--- src/rtl/id_ex_reg.sv ---
// ID/EX pipeline register with bubble insertion, stall hold and
// writeback capture so that held or loaded operands never go stale.
module id_ex_reg #(
    parameter int DW = 32
) (
    input  logic          clk,
    input  logic          rst_n,
    input  logic          stall,
    input  logic          flush,
    input  logic          id_valid,
    input  logic [DW-1:0] id_pc4,
    input  logic [DW-1:0] id_rs_data,
    input  logic [DW-1:0] id_rt_data,
    input  logic [DW-1:0] id_ext,
    input  logic [4:0]    id_rs,
    input  logic [4:0]    id_rt,
    input  logic [4:0]    id_rd,
    input  logic [3:0]    id_aluop,
    input  logic          id_alusrc,
    input  logic          id_regwrite,
    input  logic          id_memread,
    input  logic          id_memwrite,
    input  logic          id_memtoreg,
    input  logic [1:0]    id_regdst,
    input  logic          wb_we,
    input  logic [4:0]    wb_addr,
    input  logic [DW-1:0] wb_data,
    output logic          ex_valid,
    output logic [DW-1:0] ex_pc4,
    output logic [DW-1:0] ex_rs_data,
    output logic [DW-1:0] ex_rt_data,
    output logic [DW-1:0] ex_ext,
    output logic [4:0]    ex_rs,
    output logic [4:0]    ex_rt,
    output logic [4:0]    ex_rd,
    output logic [3:0]    ex_aluop,
    output logic          ex_alusrc,
    output logic          ex_regwrite,
    output logic          ex_memread,
    output logic          ex_memwrite,
    output logic          ex_memtoreg,
    output logic [1:0]    ex_regdst
);

    logic wb_live;
    logic hit_ex_rs;
    logic hit_ex_rt;
    logic hit_id_rs;
    logic hit_id_rt;

    // Register 0 is hardwired zero, so a write to it never forwards.
    assign wb_live   = wb_we && (wb_addr != 5'd0);
    assign hit_ex_rs = wb_live && (wb_addr == ex_rs);
    assign hit_ex_rt = wb_live && (wb_addr == ex_rt);
    assign hit_id_rs = wb_live && (wb_addr == id_rs);
    assign hit_id_rt = wb_live && (wb_addr == id_rt);

    // Control bits: cleared by flush, held on stall, gated by id_valid on load.
    always_ff @(posedge clk or negedge rst_n) begin
        if (!rst_n) begin
            ex_valid    <= 1'b0;
            ex_aluop    <= 4'd0;
            ex_alusrc   <= 1'b0;
            ex_regwrite <= 1'b0;
            ex_memread  <= 1'b0;
            ex_memwrite <= 1'b0;
            ex_memtoreg <= 1'b0;
            ex_regdst   <= 2'b00;
        end else if (flush) begin
            ex_valid    <= 1'b0;
            ex_aluop    <= 4'd0;
            ex_alusrc   <= 1'b0;
            ex_regwrite <= 1'b0;
            ex_memread  <= 1'b0;
            ex_memwrite <= 1'b0;
            ex_memtoreg <= 1'b0;
            ex_regdst   <= 2'b00;
        end else if (!stall) begin
            ex_valid    <= id_valid;
            ex_aluop    <= id_valid ? id_aluop : 4'd0;
            ex_alusrc   <= id_valid && id_alusrc;
            ex_regwrite <= id_valid && id_regwrite;
            ex_memread  <= id_valid && id_memread;
            ex_memwrite <= id_valid && id_memwrite;
            ex_memtoreg <= id_valid && id_memtoreg;
            ex_regdst   <= id_valid ? id_regdst : 2'b00;
        end
    end

    // Data and specifier fields: operands pick up in-flight writebacks
    // both while held and while being loaded.
    always_ff @(posedge clk or negedge rst_n) begin
        if (!rst_n) begin
            ex_pc4     <= '0;
            ex_rs_data <= '0;
            ex_rt_data <= '0;
            ex_ext     <= '0;
            ex_rs      <= 5'd0;
            ex_rt      <= 5'd0;
            ex_rd      <= 5'd0;
        end else if (flush) begin
            ex_pc4     <= '0;
            ex_rs_data <= '0;
            ex_rt_data <= '0;
            ex_ext     <= '0;
            ex_rs      <= 5'd0;
            ex_rt      <= 5'd0;
            ex_rd      <= 5'd0;
        end else if (stall) begin
            if (hit_ex_rs) ex_rs_data <= wb_data;
            if (hit_ex_rt) ex_rt_data <= wb_data;
        end else begin
            ex_pc4     <= id_pc4;
            ex_rs_data <= hit_id_rs ? wb_data : id_rs_data;
            ex_rt_data <= hit_id_rt ? wb_data : id_rt_data;
            ex_ext     <= id_ext;
            ex_rs      <= id_rs;
            ex_rt      <= id_rt;
            ex_rd      <= id_rd;
        end
    end

endmodule

--- config.mk ---
export PLATFORM = sky130hd
export DESIGN_NAME = id_ex_reg
export DESIGN_NICKNAME = d
export VERILOG_FILES = /design/src/rtl/id_ex_reg.sv
export SDC_FILE = /design/constraint.sdc
export NUM_CORES = 1
export LEC_CHECK = 0
export ABC_AREA = 1
export CAP_MARGIN = 20
export CORE_ASPECT_RATIO = 0.9
export CORE_MARGIN = 3
export CORE_UTILIZATION = 42
export CTS_BUF_LIST = sky130_fd_sc_hd__clkbuf_4 sky130_fd_sc_hd__clkbuf_8
export CTS_CLUSTER_SIZE = 14
export DETAILED_ROUTE_END_ITERATION = 12
export GPL_TIMING_DRIVEN = 0
export PLACE_DENSITY_LB_ADDON = 0.08
export SLEW_MARGIN = 20
export SYNTH_ARGS = -nofsm -noshare
export SYNTH_HDL_FRONTEND = slang
export SYNTH_SLANG_ARGS = --single-unit
export TNS_END_PERCENT = 1
--- constraint.sdc ---
create_clock -name clk -period 1.7 [get_ports clk]
set_clock_uncertainty 0.1 [all_clocks]
set_input_delay 0.17 -clock clk [delete_from_list [all_inputs] [get_ports clk]]
set_output_delay 0.17 -clock clk [all_outputs]
set_load 0.005 [all_outputs]
==> results_dict.tcl <==
set metrics [dict create \
    status "completed" \
    drive_gt1_share_pct 10.8 \
    antenna_found_initial 1 \
    io_pins 352 \
    synth_ff_type "dfrtp_1" \
    insertion_delay_ns 0.45 \
    dieArea_um2 18200 \
    port_buffers 346 \
    drt_iter0_markers 365 \
    power.share.clock_pct 32.0 \
    place_inst 1273 \
    cp.buffers_inverters 4 \
    yosys.area.top_type "dfrtp_1" \
    fmax_mhz 589 \
    die_y_um 128 \
    cts_tree "done" \
    hpwlAfterDp_um 18600 \
    ys.warnings.count 0 \
    slew_violations 0 \
    ys_types 19 \
    fin_crit_ns 1.70 \
    leakagePower_nw 5.58 \
    clk_pin_slew_ns 0.09 \
    worstSetupPathDepth 7 \
    drv_cap 0 \
    worstPathRequired_ns 1.94 \
    wl_per_cell_um 19.0 \
    relSlewSlack_pct 55.8 \
    crit_fanout 10 \
    seqPwrFrac_pct 46.7 \
    synth_edf_count 0 \
    synthCells 719 \
    yosysMostFrequentCell "nand2_1" \
    hold_viol 0 \
    grt_pass1_vias 6852 \
    synthArstFlopShare_pct 100 \
    via_per_inst 5.10 \
    vias 6746 \
    gp_congestion 0.868 \
    cts_buffers 17 \
    fin_cells 1322 \
    netlist_top_cells_count "nand2_1 (219), dfrtp_1 (155), a22o_1 (78)" \
    cts_sinks 155 \
    slowest_stage "clkdlybuf4s50_1" \
    worstSetupEndpoint "ex_rs_data[0]$_DFFE_PN0P_" \
    crit_type "primary input to flop" \
    yosys-top-cells-area "dfrtp_1 (55%), nand2_1 (12%), a22o_1 (9.8%), nand3b_1 (6.6%), nand3_1 (4.2%)" \
    critPathLaunch "stall" \
    ys_seq_area_share_pct 55.5 \
    power.internal_mw 6.27 \
    peakVddDrop_uv 482 \
    yosys.area.top_type_share_pct 55.5 \
    grt_usage_pct 26.7 \
    grt_start_max_net_pins 84 \
    dr.pass1.iters 5 \
    rrSetupSlack_ns 0.01 \
    p_comb_share_pct 21.3 \
    max_stage_delay_ns 0.56 \
    syn_avg_cell_area_um2 9.72 \
    core_area_um2 16200 \
    start_util_pct 43.0 \
    nets 1298 \
    grt_pass1_wl_um 37700 \
    r2r-start "ex_rs[4]$_DFFE_PN0P_" \
    hold_slack_ns 0.174 \
    setup_viol 0 \
    path_delay_family "buffers and inverters" \
    cts_buffer_depth 2 \
    routed_wl_um 25100 \
    fin_crit_sh_pct 99.9 \
    r2r_cells 8 \
    ctsRootBufferMaster "clkbuf_8" \
    fp.dieW_um 142 \
    critPathLaunchType "primary input" \
    synth_fp_nets 916 \
    hold_class "primary input to asynchronous set/reset pin" \
    switching_share_pct 27.6 \
    num_rows 44 \
    synth-seq-cells 155 \
    worst_setup_path_end_kind "flop" \
    setup_tns_ns 0 \
    worstPathCellList "clkdlybuf4s50_1, inv_2, clkbuf_1, clkbuf_2, nand3b_1, nand3_1, nand2_1" \
    utilization_pct 70.8 \
    netlist_area_um2 6990 \
    drcViolationCount 0 \
    crit_arrival_ns 1.93 \
    worst_r2r_endpoint "ex_rs_data[11]$_DFFE_PN0P_" \
    h-tree-depth 4 \
    worst_slew_pin_slew_ns 0.664 \
    area_growth_syn_to_layout_pct 64.5 \
    rsz0062_at_grt "yes" \
    ant_nets 0 \
    p_sw_mw 2.40 \
    grt_overflow 0 \
    pwr_density_cell_nw_per_um2 754 \
]
area by class of cell:
cell class	count	area, um^2
clock buffers	19	262
well taps	207	259
multi-input cells	471	2800
inverters	38	143
fillers	1254	4740
diodes	1	2.50
plain buffers	55	335
repair buffers	363	3690
flip-flops and latches	155	3880
clock inverters	13	130
worst min path at each step:
stage                                     from                         end  slack [ns]  cells after the start
floorplan                                rst_n     ex_aluop[0]$_DFFE_PN0P_       -0.23                      0
CTS                                   id_rd[3]        ex_rd[3]$_DFFE_PN0P_        0.19                      2
global placement    ex_rt_data[10]$_DFFE_PN0P_  ex_rt_data[10]$_DFFE_PN0P_        0.36                      2
global route                          id_rd[3]        ex_rd[3]$_DFFE_PN0P_        0.19                      2
finish                                   rst_n  ex_rt_data[16]$_DFFE_PN0P_        0.17                      2
detailed placement                       rst_n  ex_rt_data[16]$_DFFE_PN0P_        0.11                      1
through the flow:
stage	power, mW	worst slack (ns)	instance area, um^2
CTS	8.67	-0.105	11200
finish	8.67	0.00180	11500
detailed placement	5.88	-0.717	10700
floorplan	4.68	0.207	6990
global route	9.08	-0.105	11500
global placement	5.85	-6.19	10700
metal layers:
metal / wire (um) / track usage (%)
met1: 9890 / 33.1
met2: 12500 / 44.5
met3: 2110 / 8.36
met4: 663 / 9.54
met5: 0 / 0
power by group through the flow:
stage	clock, mW	sequential, mW	combinational, mW
4_1_cts	2.84	4.05	1.78
3_3_place_gp	0	4.11	1.74
5_1_grt	3.01	4.07	1.99
3_5_place_dp	0	4.11	1.77
6_report	2.78	4.05	1.84
2_1_floorplan	0	4.12	0.558
cell families (layout without fill, tap and decap cells):
kind of cell    Yosys count  count (layout)  synth area share [%]
simple gates            358             358                  24.3
flops                   155             155                  55.5
compound gates           95              95                  12.1
buf+inv                  93             488                  5.91
xor+xnor                 18              18                  2.26
other cells               0               1                     0
what timing repair did:
action / 4_1_cts / 5_1_grt
hold buffers: 1 / 0
gates cloned: 0 / 4
hold endpoints to repair: 82 / 0
setup endpoints to repair: 156 / 86
gates resized for setup: 13 / 73
pin swaps: 0 / 9
setup buffers: 0 / 11
sequential cells by signal, indices dropped and copies added (netlist names), 2 cells and up:
signal      flops
ex_rt_data     32
ex_ext         32
ex_rs           5
ex_pc4         32
ex_rd           5
ex_regdst       2
ex_aluop        4
ex_rs_data     32
ex_rt           5
cell usage in the layout (no fill, tap or decap):
master and n:
a32o_1 11, dlygate4sd2_1 4, buf_12 3, bufinv_16 1, buf_16 1, clkbuf_8 19
clkbuf_2 6, buf_6 7, clkdlybuf4s50_1 324, xnor2_2 1, xnor2_1 9, diode_2 1
buf_4 14, inv_2 6, a22o_1 78, xor2_1 8, clkbuf_1 18, clkbuf_4 4
nand2_2 5, nand3_2 12, o21ai_0 2, a21oi_4 2, nand3_1 54, inv_8 1
nor2_2 4, nand3b_1 61, nor2_4 2, buf_8 3, clkinvlp_4 3, nand2_1 214
dfrtp_1 155, inv_6 4, dlymetal6s2s_1 17, inv_1 32, buf_2 16, dlygate4sd3_1 1
a31oi_4 2, nor2_1 6, clkinv_2 1, clkinv_4 3
No activity file was read; power rests on OpenSTA's default activity.
